## config.mk

```make
export PLATFORM = sky130hd
export DESIGN_NAME = fifo_rd_stream
export DESIGN_NICKNAME = d
export VERILOG_FILES = /design/src/rtl/fifo_rd_pkg.sv /design/src/rtl/fifo_skid_buf.sv /design/src/rtl/fifo_rd_stream.sv
export SDC_FILE = /design/constraint.sdc
export NUM_CORES = 1
export LEC_CHECK = 0
export CORE_ASPECT_RATIO = 1.1
export CORE_UTILIZATION = 46
export CTS_CLUSTER_DIAMETER = 120
export DETAILED_ROUTE_END_ITERATION = 8
export GPL_TIMING_DRIVEN = 0
export PLACE_DENSITY = 0.75
export SETUP_SLACK_MARGIN = 0.1
export SLEW_MARGIN = 20
export SYNTH_ARGS = -nofsm -noshare
export SYNTH_HDL_FRONTEND = slang
export SYNTH_HIERARCHICAL = 1
export SYNTH_SLANG_ARGS = --single-unit
```

## constraint.sdc

```tcl
create_clock -name r_clk -period 2.2 [get_ports r_clk]
set_input_delay 0.44 -clock r_clk [delete_from_list [all_inputs] [get_ports r_clk]]
set_output_delay 0.44 -clock r_clk [all_outputs]
set_load 0.01 [all_outputs]
```

## src/rtl/fifo_rd_pkg.sv

```systemverilog
// rtl/fifo_rd_pkg.sv - shared state encoding and constants for the FIFO read-side streamer
package fifo_rd_pkg;

   typedef enum logic [1:0] {
      IDLE   = 2'd0,
      RUN    = 2'd1,
      FINISH = 2'd2,
      DRAIN  = 2'd3
   } rd_state_t;

   localparam logic [15:0] POP_CNT_MAX = 16'hFFFF;

endpackage

```

## src/rtl/fifo_skid_buf.sv

```systemverilog
// rtl/fifo_skid_buf.sv - two-entry in-order output buffer; head is always slot0
module fifo_skid_buf #(
   parameter int DATA_WIDTH = 8
) (
   input  logic                  clk,
   input  logic                  rst,
   input  logic                  push,
   input  logic [DATA_WIDTH-1:0] push_data,
   input  logic                  pop,
   output logic [1:0]            occ,
   output logic [DATA_WIDTH-1:0] head
);

   logic [DATA_WIDTH-1:0] slot0;
   logic [DATA_WIDTH-1:0] slot1;

   assign head = slot0;

   // The caller never pushes when full nor pops when empty.
   always_ff @(posedge clk or posedge rst) begin
      if (rst) begin
         slot0 <= '0;
         slot1 <= '0;
         occ   <= 2'd0;
      end else begin
         case ({push, pop})
            2'b10: begin
               if (occ == 2'd0) slot0 <= push_data;
               else             slot1 <= push_data;
               occ <= occ + 2'd1;
            end
            2'b01: begin
               slot0 <= slot1;
               occ   <= occ - 2'd1;
            end
            2'b11: begin
               if (occ == 2'd2) begin
                  slot0 <= slot1;
                  slot1 <= push_data;
               end else begin
                  slot0 <= push_data;
               end
            end
            default: ;
         endcase
      end
   end

endmodule

```

## src/rtl/fifo_rd_stream.sv

```systemverilog
// rtl/fifo_rd_stream.sv - drains a show-ahead FIFO read port into a burst-framed valid/ready stream
// Optional FIFO_RD_STATS_EN adds a saturating pop_count output.
module fifo_rd_stream
   import fifo_rd_pkg::*;
#(
   parameter int DATA_WIDTH = 8,
   parameter int BURST_LEN  = 4
) (
   input  logic                  r_clk,
   input  logic                  r_rst,
   input  logic                  enable,
   output logic                  r_en,
   input  logic                  r_empty,
   input  logic [DATA_WIDTH-1:0] r_data,
   output logic                  m_valid,
   input  logic                  m_ready,
   output logic [DATA_WIDTH-1:0] m_data,
   output logic                  m_last,
   output logic                  idle
`ifdef FIFO_RD_STATS_EN
   ,
   output logic [15:0]           pop_count
`endif
);

   localparam int CNT_W = (BURST_LEN > 1) ? $clog2(BURST_LEN) : 1;
   localparam logic [CNT_W-1:0] LAST = CNT_W'(BURST_LEN - 1);

   rd_state_t        state;
   logic [CNT_W-1:0] pop_cnt;
   logic [CNT_W-1:0] pop_cnt_nxt;
   logic [CNT_W-1:0] beat_cnt;
   logic [1:0]       occ;
   logic             beat_fire;

   // occ is registered, so m_ready never reaches r_en combinationally.
   assign r_en      = ((state == RUN) || (state == FINISH)) && !r_empty && (occ != 2'd2);
   assign m_valid   = (occ != 2'd0);
   assign beat_fire = m_valid && m_ready;
   assign m_last    = m_valid && (beat_cnt == LAST);
   assign idle      = (state == IDLE);

   always_comb begin
      pop_cnt_nxt = pop_cnt;
      if (r_en) pop_cnt_nxt = (pop_cnt == LAST) ? '0 : pop_cnt + 1'b1;
   end

   fifo_skid_buf #(.DATA_WIDTH(DATA_WIDTH)) u_buf (
      .clk       (r_clk),
      .rst       (r_rst),
      .push      (r_en),
      .push_data (r_data),
      .pop       (beat_fire),
      .occ       (occ),
      .head      (m_data)
   );

   // Leaving RUN looks at the count after this cycle's pop so a burst is never cut short.
   always_ff @(posedge r_clk or posedge r_rst) begin
      if (r_rst) begin
         state    <= IDLE;
         pop_cnt  <= '0;
         beat_cnt <= '0;
      end else begin
         pop_cnt <= pop_cnt_nxt;
         if (beat_fire) beat_cnt <= (beat_cnt == LAST) ? '0 : beat_cnt + 1'b1;
         case (state)
            IDLE:    if (enable) state <= RUN;
            RUN:     if (!enable) state <= (pop_cnt_nxt == '0) ? DRAIN : FINISH;
            FINISH:  if (r_en && (pop_cnt == LAST)) state <= DRAIN;
            DRAIN:   if (occ == 2'd0) state <= IDLE;
            default: state <= IDLE;
         endcase
      end
   end

`ifdef FIFO_RD_STATS_EN
   always_ff @(posedge r_clk or posedge r_rst) begin
      if (r_rst) begin
         pop_count <= 16'd0;
      end else if (r_en && (pop_count != POP_CNT_MAX)) begin
         pop_count <= pop_count + 16'd1;
      end
   end
`endif

endmodule

```

==> reports/results.txt <==
A synthesized cell averages 10.65 sq um. The tools report the clock root buffer as sky130_fd_sc_hd__clkbuf_4. Cells with a size suffix above 1 make up 34.55% of the layout.

The clock net in this run drives a total of 24 sinks. The TritonCTS buffer count is 3, and the overall die width is 53.70 um. Yosys attributes the largest share of cell area to sky130_fd_sc_hd__dfrtp_1 (44%), sky130_fd_sc_hd__ha_1 (8.3%), sky130_fd_sc_hd__mux2_1 (7.5%). Summed over all layers, the global routing overflow is 0. The data arrival time of the critical path was 2.33 ns.

TritonCTS built the clock tree. The critical path class is reg2reg. Initial standard-cell utilization of the core: 48.69%.

For this run, the number of Yosys warnings is 6. The count of unique library cells instantiated by Yosys came out at 40. The worst IR drop on VDD is 1.025 mV, and the area of the die is 3161 sq um. The final net count was 188; the final instance area was 1924 sq um. The number of global-route vias before repair came out at 1094.

Wire length per cell: 15.55 um. Along the worst path, the maximum fanout reaches 8. The remaining max-slew budget at the tightest pin was 53.62%.

Setup repair after global routing could not meet its margin everywhere. After synthesis the netlist holds a flip-flop and latch count of 24. The tools report the final max-slew violation count as 0. Power spread over the standard cell area amounts to 1709 nW/um^2.

The tool flagged a number of max-cap violations equal to 0. The synthesized netlist devotes 18.22% of its cell area to compound gates. Counting flops with a built-in enable in the synthesized netlist gives 0.

Wire segments on met3 add up to 129 um in the final route. The maximum number of pins on one net before global-route repair was 19. The region available for standard cell placement spans 2778 sq um. In the finished design, the share of the clock period the worst path needs comes to 94.20%.

The endpoint class of the critical path was a flop. For this run, the leading register cell type out of synthesis is sky130_fd_sc_hd__dfrtp_1. The startpoint kind of the worst setup timing path was a flop.

Port buffering added 24 buffers. The initial antenna violation count is 0, and the post-layout utilization of the core is 69.28%. Clock slew seen by the registers of the worst setup and hold paths: 0.14 ns. The placed cell count is 184.

For the total via count after detailed routing, the log shows 1113. The multiplexer share of the synthesized area is 7.493%. The area fraction in and, or, nand and nor cells after synthesis is 13.97%. In this run the worst setup path begins at state[1]. After synthesis, the largest family of logic cells by area is compound AO/OA/AOI/OAI gates. The run finished with clean final reports. The maximum clock skew at final layout came out at 0.006429 ns. Leaving out filler cells and counting taps, the final layout contains 198.

The repair_antennas step left the layout with diodes totalling 0. Summed over all nets, the half-perimeter wirelength after detailed placement is 2001 um. The detailed router put a total of 1328 um of wire on met1. The die boundary height came out at 58.87 um. The logs give 20 for the row count and 149 for the net count after synthesis.

The fraction of synthesis flops using an asynchronous set or reset pin is 100.0%. Before antenna repair, the detailed router went through 4 iterations. Most area-hungry cell type in the Yosys netlist: sky130_fd_sc_hd__dfrtp_1. The worst register-to-register path begins at state[1]. The later-pin clock latency in the skew report is 0.32 ns, and the first-pass GRT wire length is 4657 um. In this run the static leakage power is 0.0008509 uW.

The H-tree depth came out at 1. After detailed routing, no signal wire sits above met4. At the end of routability-driven placement, the weighted congestion stood at 0.7182.

For this run, the top clock speed supported by timing is 482.6 MHz. The count of nets left with antenna violations once routing finished came out at 0. The type of the most critical hold path was in2async. Dividing the detail-routed via count by the number of cells gives 5.621. STA puts the critical path data required time at 2.46 ns. The hold violation count in the final report is 0.

After synthesis the cells add up to 1353 sq um. The final layout contains routed wiring with a total length of 3078 um. For the area after detailed placement, the log shows 1654 sq um. After detailed routing, the met2 layer carries 1595 um of wire.

The logs give 25 for the top-level I/O count and 29 for the initial detailed-routing violation count. The top cell type's share of synthesized area is 44.40%. The overall fraction of global-route tracks in use was 20.35%; the synthesized netlist cell count was 127. In the routed design, unresolved DRC markers number 0.

The synthesized netlist devotes 8.326% of its cell area to adder and majority cells. The share of the Yosys chip area taken by registers is 44.40%. Area growth from synthesis to layout: 42.28%.

Yosys instantiated no cell more often than sky130_fd_sc_hd__dfrtp_1. Synthesized-area fraction occupied by xor and xnor cells: 1.943%. The time the worst path needs with I/O delays and setup came out at 2.072 ns. Setup violations remaining at the end of the flow were counted as 0. By count the netlist is led by sky130_fd_sc_hd__dfrtp_1 (24), sky130_fd_sc_hd__a21oi_1 (9), sky130_fd_sc_hd__ha_1 (9), sky130_fd_sc_hd__mux2_1 (9), sky130_fd_sc_hd__nand3_1 (9).

At the pin with the least slew margin, the transition time is 0.6950 ns. The longest clock path from root to sink contains 2 buffers.
[layout make-up]
class	instances	area, sq um
fillers	208	853.3
multi-input cells	88	823.3
flip-flops and latches	24	601.8
repair buffers	35	327.8
plain buffers	6	47.55
well taps	33	41.29
clock inverters	1	30.03
inverters	8	30.03
clock buffers	3	22.52
[per-layer routing]
metal / up-vias / track usage [%]
li1: 529 / -
met1: 545 / 23.05
met2: 35 / 37.57
met3: 4 / 2.584
met4: 0 / 7.519
met5: - / 0
[per-stage QoR]
step | setup WS (ns) | power, uW | hold WS, ns | TNS, ns
finish | 0.1277 | 3289 | 0.3492 | 0
global route | 0.03912 | 3499 | 0.3523 | 0
CTS | 0.07788 | 2980 | 0.3501 | 0
detailed placement | -0.2987 | 2467 | 0.4788 | -2.920
global placement | -0.2530 | 2386 | 0.4665 | -2.395
floorplan | 0.08272 | 1969 | 0.2310 | 0
[critical path: stages, from the launching register on]
cell	delay (ns)
sky130_fd_sc_hd__dfrtp_1	0.42
sky130_fd_sc_hd__inv_2	0.09
sky130_fd_sc_hd__ha_4	0.21
sky130_fd_sc_hd__nand2b_4	0.08
sky130_fd_sc_hd__nor2_4	0.05
sky130_fd_sc_hd__buf_6	0.11
sky130_fd_sc_hd__ha_4	0.16
sky130_fd_sc_hd__or3_1	0.35
sky130_fd_sc_hd__buf_6	0.14
sky130_fd_sc_hd__and2_4	0.21
sky130_fd_sc_hd__a31oi_2	0.19
[cells in the final DEF, fill, tap and decap left out, drive strengths merged, types with 2 or more instances in the layout]
cell / count
nand2b: 2
buf: 16
inv: 8
nand2: 4
a21oi: 9
dfrtp: 24
dlygate4sd2: 2
clkbuf: 4
ha: 9
nor2: 4
and2: 2
nand3: 9
a31oi: 8
xnor2: 2
a21o: 3
mux2: 9
o21ai: 11
clkdlybuf4s50: 22
[worst paths after layout]
check,to,slack [ns],cells after the start
max,u_buf/head[0],0.13,10
min,beat_cnt[0],0.35,2
max reg2reg,u_buf/head[0],0.13,10
min reg2reg,u_buf/slot1[6],0.51,1
max in group asynchronous,u_buf/occ[1],1.17,2
min in group r_clk,u_buf/slot1[6],0.51,1
[flip-flops by register name, indices dropped and copies added (netlist names)]
signal       count
beat_cnt         2
u_buf/head       8
u_buf/occ        2
pop_cnt          2
state            2
u_buf/slot1      8
[cells by family (layout without fill, tap and decap cells)]
logic type,after synthesis,count (layout)
DFF,24,24
adders and majority gates,9,9
muxes,9,9
and+or+nand+nor,31,31
AOI/OAI and AO/OA,36,36
xor gates and xnor gates,3,3
buffers and inverters,15,53
[timing repair]
action                     4_1_cts  5_1_grt
gates resized for setup         16       22
setup buffers                    8        3
pin swaps                        3        7
hold buffers                     0        0
setup endpoints to repair       18       16
[power breakdown]
| part | internal, uW | leakage, uW | total (uW) | switching (uW) |
|---|---|---|---|---|
| combinational | 1130 | 0.000542 | 2130 | 1000 |
| sequential | 685 | 0.000281 | 835 | 150 |
| clock | 184 | 0.0000279 | 322 | 138 |
| total | 2000 | 0.000851 | 3290 | 1290 |
Note: power is estimated with default switching activity, not from simulation.
